==> config.mk <==
export PLATFORM = sky130hd
export DESIGN_NAME = cspi_cmd
export DESIGN_NICKNAME = d
export VERILOG_FILES = /design/src/rtl/cspi_pkg.sv /design/src/rtl/cspi_cmd.sv
export SDC_FILE = /design/constraint.sdc
export NUM_CORES = 1
export LEC_CHECK = 0
export CAP_MARGIN = 25
export CORE_MARGIN = 3
export CORE_UTILIZATION = 50
export DETAILED_ROUTE_END_ITERATION = 10
export PLACE_DENSITY = 0.89
export SLEW_MARGIN = 20
export SYNTH_ARGS = -nofsm -noshare
export SYNTH_HDL_FRONTEND = slang
export SYNTH_SLANG_ARGS = --single-unit
==> constraint.sdc <==
create_clock -name clk_sys -period 3.95 [get_ports clk_sys]
set_clock_uncertainty 0.2 [all_clocks]
set_input_delay 0.395 -clock clk_sys [delete_from_list [all_inputs] [get_ports clk_sys]]
set_output_delay 0.395 -clock clk_sys [all_outputs]
set_load 0.01 [all_outputs]
==> src/rtl/cspi_pkg.sv <==
// Shared definitions for the SPI command sequencer: FSM encoding,
// default MISO marker bytes and the command-byte field layout.
package cspi_pkg;

  // 3-bit state codes
  localparam logic [2:0] ST_IDLE    = 3'd0;
  localparam logic [2:0] ST_CMD     = 3'd1;
  localparam logic [2:0] ST_WR      = 3'd2;
  localparam logic [2:0] ST_RD_REQ  = 3'd3;
  localparam logic [2:0] ST_RD_WAIT = 3'd4;
  localparam logic [2:0] ST_RD_HOLD = 3'd5;

  typedef enum logic [2:0] {
    S_IDLE    = ST_IDLE,
    S_CMD     = ST_CMD,
    S_WR      = ST_WR,
    S_RD_REQ  = ST_RD_REQ,
    S_RD_WAIT = ST_RD_WAIT,
    S_RD_HOLD = ST_RD_HOLD
  } cspi_state_e;

  // MISO marker bytes
  localparam logic [7:0] SYNC_BYTE_DEF = 8'hA5;
  localparam logic [7:0] ERR_BYTE_DEF  = 8'hEE;
  localparam logic [7:0] CTRL_Q_RST    = 8'hFF;

  // Command byte: bit 7 selects read (1) or write (0), bits 6:0 the address
  localparam int unsigned RW_BIT = 7;

  // Burst address step; 7'h7F rolls over to 7'h00
  function automatic logic [6:0] addr_inc(input logic [6:0] a);
    return a + 7'd1;
  endfunction

endpackage

==> src/rtl/cspi_cmd.sv <==
// SPI command sequencer: turns the received MOSI byte stream into register
// bus reads/writes with auto-increment bursts, and hands read data back
// as the next MISO byte. Reads are prefetched one byte ahead of the master.
module cspi_cmd
  import cspi_pkg::*;
#(
  parameter logic [7:0] SYNC_BYTE = SYNC_BYTE_DEF,
  parameter logic [7:0] ERR_BYTE  = ERR_BYTE_DEF,
  parameter logic [7:0] RD_TO     = 8'd255
) (
  input  logic       clk_sys,
  input  logic       rst_n,
  input  logic       csn,
  input  logic [7:0] ctrl_data,
  input  logic       ctrl_dvld,
  output logic [7:0] ctrl_q,
  output logic       ctrl_qvld,
  output logic [6:0] reg_addr,
  output logic [7:0] reg_wdata,
  output logic       reg_wr,
  output logic       reg_rd,
  input  logic [7:0] reg_rdata,
  input  logic       reg_rvld,
  output logic       rd_err,
  output logic       ovr_err
);

  cspi_state_e state_q;
  logic [6:0]  addr_q;
  logic [7:0]  to_cnt_q;
  logic [7:0]  ctrl_q_q;
  logic        ctrl_qvld_q;
  logic [6:0]  reg_addr_q;
  logic [7:0]  reg_wdata_q;
  logic        reg_wr_q;
  logic        reg_rd_q;
  logic        rd_err_q;
  logic        ovr_err_q;

  // Frame sequencer; every output is registered and strobes default low
  always_ff @(posedge clk_sys or negedge rst_n) begin
    if (!rst_n) begin
      state_q     <= S_IDLE;
      addr_q      <= '0;
      to_cnt_q    <= '0;
      ctrl_q_q    <= CTRL_Q_RST;
      ctrl_qvld_q <= 1'b0;
      reg_addr_q  <= '0;
      reg_wdata_q <= '0;
      reg_wr_q    <= 1'b0;
      reg_rd_q    <= 1'b0;
      rd_err_q    <= 1'b0;
      ovr_err_q   <= 1'b0;
    end else begin
      ctrl_qvld_q <= 1'b0;
      reg_wr_q    <= 1'b0;
      reg_rd_q    <= 1'b0;
      rd_err_q    <= 1'b0;
      ovr_err_q   <= 1'b0;
      if (csn && (state_q != S_IDLE)) begin
        // Chip select released: drop the frame, abandon any pending read
        state_q <= S_IDLE;
      end else begin
        case (state_q)
          S_IDLE: begin
            if (!csn) begin
              ctrl_q_q    <= SYNC_BYTE;
              ctrl_qvld_q <= 1'b1;
              state_q     <= S_CMD;
            end
          end
          S_CMD: begin
            if (ctrl_dvld) begin
              addr_q  <= ctrl_data[6:0];
              state_q <= ctrl_data[RW_BIT] ? S_RD_REQ : S_WR;
            end
          end
          S_WR: begin
            if (ctrl_dvld) begin
              reg_wdata_q <= ctrl_data;
              reg_addr_q  <= addr_q;
              reg_wr_q    <= 1'b1;
              addr_q      <= addr_inc(addr_q);
            end
          end
          S_RD_REQ: begin
            reg_rd_q   <= 1'b1;
            reg_addr_q <= addr_q;
            to_cnt_q   <= '0;
            state_q    <= S_RD_WAIT;
            if (ctrl_dvld) ovr_err_q <= 1'b1;
          end
          S_RD_WAIT: begin
            if (reg_rvld) begin
              ctrl_q_q    <= reg_rdata;
              ctrl_qvld_q <= 1'b1;
              addr_q      <= addr_inc(addr_q);
              state_q     <= S_RD_HOLD;
            end else if (to_cnt_q == RD_TO) begin
              ctrl_q_q    <= ERR_BYTE;
              ctrl_qvld_q <= 1'b1;
              rd_err_q    <= 1'b1;
              addr_q      <= addr_inc(addr_q);
              state_q     <= S_RD_HOLD;
            end else begin
              to_cnt_q <= to_cnt_q + 8'd1;
              if (ctrl_dvld) ovr_err_q <= 1'b1;
            end
          end
          S_RD_HOLD: begin
            // Master has shifted out the prefetched byte: fetch the next one
            if (ctrl_dvld) state_q <= S_RD_REQ;
          end
          default: state_q <= S_IDLE;
        endcase
      end
    end
  end

  assign ctrl_q    = ctrl_q_q;
  assign ctrl_qvld = ctrl_qvld_q;
  assign reg_addr  = reg_addr_q;
  assign reg_wdata = reg_wdata_q;
  assign reg_wr    = reg_wr_q;
  assign reg_rd    = reg_rd_q;
  assign rd_err    = rd_err_q;
  assign ovr_err   = ovr_err_q;

endmodule
==> flow_metrics.env <==
export IMPL_power_density_mw_per_mm2=524
export IMPL_synth_area_per_cell_um2=11.0
export IMPL_final_min_period_over_clock_period_pct=59.3
export IMPL_die_h_um=74.4
export IMPL_num_vias=1798
export IMPL_timing_hold_worst_start="ctrl_q[3]$_DFFE_PN1P_"
export IMPL_worstHoldPathCells=2
export IMPL_floorplan_io_pins=49
export IMPL_htree_levels=2
export IMPL_synth_xor_xnor_area_share_pct=0.374
export IMPL_setup_tns_final_ns=0
export IMPL_synth_top_family_by_area="simple AND/OR/NAND/NOR gates"
export IMPL_post_synth_and_or_nand_nor_area_fraction_pct=18.3
export IMPL_postSynthNetCount=235
export IMPL_rsz0062_at_grt="false"
export IMPL_die_width_um=74.4
export IMPL_floorplan_core_area_mm2=0.00444
export IMPL_critical_path_top_delay_family="simple AND/OR/NAND/NOR gates"
export IMPL_layout_commonest_cell="sky130_fd_sc_hd__clkdlybuf4s50_1"
export IMPL_clock_tree_from_tritoncts="yes"
export IMPL_cts_repair_resize_count=0
export IMPL_finalHoldViolations=0
export IMPL_route_detailed_wl_per_inst_um=15.9
export IMPL_drtIter0Drc=110
export IMPL_worst_setup_path_start_kind="register"
export IMPL_ys_dominant_reg_cell="sky130_fd_sc_hd__dfrtp_1"
export IMPL_vias_in_the_first_global_route=1722
export IMPL_core_rowCount=24
export IMPL_crit_buf_inv=0
export IMPL_detail_route_antenna_nets=0
export IMPL_reg2reg_to="addr_q[1]$_DFFE_PN0P_"
export IMPL_wire_length_of_the_first_global_routing_pass_um=8300
export IMPL_post_cts_repair_setup_buffers=0
export IMPL_route_detailed_drc=0
export IMPL_cp_slowest_stage_delay_ns=0.61
export IMPL_yosys_area_top_type_share_pct=40.6
export IMPL_grt_overflow_total=0
export IMPL_grt_antenna_before_repair=0
export IMPL_drt_wl_total_um=4960
export IMPL_critical_path_endpoint_type="register"
export IMPL_yosys_top_cells_area="sky130_fd_sc_hd__dfrtp_1 (41%), sky130_fd_sc_hd__mux2_2 (10%), sky130_fd_sc_hd__dfstp_2 (9.0%), sky130_fd_sc_hd__mux2i_1 (5.1%), sky130_fd_sc_hd__nand2_1 (2.4%)"
export IMPL_peak_vdd_ir_mv=0.313
export IMPL_post_synth_instance_area_mm2=0.00234
export IMPL_final_cell_count_no_fill=313
export IMPL_hold_path_end="ctrl_q[3]$_DFFE_PN1P_"
export IMPL_synth_adder_area_share_pct=1.07
export IMPL_achievable_frequency_mhz=427
export IMPL_clk_pin_slew_ns=0.09
export IMPL_num_antenna_cells=0
export IMPL_clock_path_buffers=2
export IMPL_cell_by_cell_listing_of_the_critical_path="or3b_2 > o211a_1 > nor2_4 > mux2_2"
export IMPL_maxSlewViolCount=0
export IMPL_synth_cell_type_count=49
export IMPL_hpwl_after_detailed_placement_um=3640
export IMPL_die_area_mm2=0.00554
export IMPL_design_power_total_mw=1.54
export IMPL_vias_per_cell=5.74
export IMPL_crit_slowest_cell="sky130_fd_sc_hd__dfrtp_1"
export IMPL_slew_limit_headroom_pct=59.5
export IMPL_numPlacedInstances=304
export IMPL_hp_class="reg2reg"
export IMPL_finish_net_count=283
export IMPL_gp_congestion=0.806
export IMPL_initial_cell_density_of_the_core_pct=52.7
export IMPL_max_cap_violations=0
export IMPL_final_core_utilization_pct=66.1
export IMPL_outcome="finished, final reports clean"
export IMPL_synthToLayoutAreaGrowth_pct=25.4
export IMPL_period_minus_slack_ns=2.34
export IMPL_clock_root_buffer="sky130_fd_sc_hd__clkbuf_8"
export IMPL_worst_r2r_startpoint="state_q[0]$_DFFE_PN0P_"
export IMPL_cp_max_fo=22
export IMPL_postSynthRegisterBits=46
export IMPL_r2r_cells=4
export IMPL_synth_warning_count=0
export IMPL_synth_async_reset_ratio_pct=100
export IMPL_worst_slack_ns=1.61
export IMPL_grt_start_max_net_pins=47
export IMPL_crit_required_ns=3.95
export IMPL_detail_route_first_pass_iterations=4
export IMPL_setup_slack_of_the_most_critical_reg_to_reg_path_ns=1.61
export IMPL_tightestPinTransition_ns=0.605
export IMPL_yosysSeqAreaShare_pct=49.6
export IMPL_synth_edff_count=0
export IMPL_synth_compound_area_share_pct=11.6
export IMPL_worst_ep_arrival_time_ns=2.34
export IMPL_netlist_instances=212
export IMPL_synth_area_mux_share_pct=15.2
export IMPL_yosysTopAreaCell="sky130_fd_sc_hd__dfrtp_1"
export IMPL_dp_worst_setup_slack_ns=1.29
export IMPL_global_route_usage_total_pct=19.5
export IMPL_setup_viol_count_final=0
export IMPL_worst_setup_path_type="reg2reg"
export IMPL_clk_insertion_delay_late_ns=0.30
export IMPL_cts_sinks=46
export IMPL_most_common_layout_cells="sky130_fd_sc_hd__clkdlybuf4s50_1 (47), sky130_fd_sc_hd__dfrtp_1 (38), sky130_fd_sc_hd__mux2_2 (21)"
export IMPL_drive_above_1_share_pct=18.4
export IMPL_num_fill_cells=364
export IMPL_port_buf_inserts=48
export IMPL_cts_inserted_buffers=5
export IMPL_leakage_nw=1.19
==> sequential cells by signal, summed over array words and instances (netlist names) <==
| signal | flops |
|---|---|
| ctrl_qvld | 1 |
| rd_err | 1 |
| reg_addr | 7 |
| ctrl_q | 8 |
| reg_wr | 1 |
| reg_rd | 1 |
| ovr_err | 1 |
| addr_q | 7 |
| to_cnt_q | 8 |
| reg_wdata | 8 |
| state_q | 3 |
==> worst max path at each step <==
stage | start | endpoint | slack [ns] | depth (start not counted)
floorplan | state_q[1]$_DFFE_PN0P_ | addr_q[1]$_DFFE_PN0P_ | 1.92 | 5
global placement | ctrl_dvld | addr_q[1]$_DFFE_PN0P_ | 1.37 | 5
detailed placement | ctrl_dvld | addr_q[1]$_DFFE_PN0P_ | 1.29 | 5
CTS | state_q[0]$_DFFE_PN0P_ | addr_q[1]$_DFFE_PN0P_ | 1.60 | 4
global route | state_q[0]$_DFFE_PN0P_ | addr_q[1]$_DFFE_PN0P_ | 1.53 | 4
finish | state_q[0]$_DFFE_PN0P_ | addr_q[1]$_DFFE_PN0P_ | 1.61 | 4
==> per-layer routing <==
metal | vias to the layer above | routed length [µm] | global-route usage (%)
met5 | - | 0 | 0
met4 | 0 | 55 | 4.74
met3 | 7 | 285 | 5.54
met2 | 49 | 2380 | 31.6
met1 | 877 | 2240 | 26.0
li1 | 865 | - | -
==> power breakdown <==
part,switching (mW),leakage (nW),internal [mW],total (mW)
logic,0.214,0.584,0.307,0.521
clock network,0.158,0.0385,0.125,0.283
registers,0.127,0.565,0.609,0.736
total,0.498,1.19,1.04,1.54
==> kinds of logic after synthesis <==
logic type / after synthesis
and+or+nand+nor: 72
DFF: 46
AOI/OAI and AO/OA: 37
muxes: 33
buffers and inverters: 21
adders and majority gates: 2
xor gates and xnor gates: 1
==> cells in the mapped netlist (all sizes together) (2+ instances only) <==
cell type,number
dfrtp,38
mux2,21
nand2,15
inv,13
mux2i,12
o21ai,11
nor3,10
nand3,9
dfstp,8
a21oi,6
nand2b,6
nor2,6
or3,6
a2bb2oi,5
a211oi,4
and3,4
buf,4
clkbuf,4
nand4,3
a21boi,2
ha,2
nand3b,2
nor3b,2
o31ai,2
or2,2
or3b,2
==> per-stage QoR <==
stage	hold WS, ns	cell area (µm²)
finish	0.276	2940
global route	0.293	2940
CTS	0.0917	2920
detailed placement	0.268	2840
global placement	0.256	2840
floorplan	-0.101	2340
==> worst register-to-register path: stages, from the launching register on <==
cell and delay (ns):
sky130_fd_sc_hd__dfrtp_1 0.61, sky130_fd_sc_hd__or3b_2 0.60, sky130_fd_sc_hd__o211a_1 0.25, sky130_fd_sc_hd__nor2_4 0.23, sky130_fd_sc_hd__mux2_2 0.35
==> area by class of cell <==
class / count / area (µm²) / share of cell area, %
repair buffers: 49 / 488 / 16.6
flip-flops and latches: 46 / 1160 / 39.5
inverters: 13 / 48.8 / 1.66
clock inverters: 1 / 7.51 / 0.256
multi-input cells: 145 / 1090 / 37.1
well taps: 52 / 65.1 / 2.22
clock buffers: 7 / 76.3 / 2.60
==> repair_timing <==
action                                 in CTS  in global routing
hold buffers                                0                  1
setup endpoints to repair                   0                  0
endpoints found under the hold margin       0                 38
Note: power is estimated with default switching activity, not from simulation.
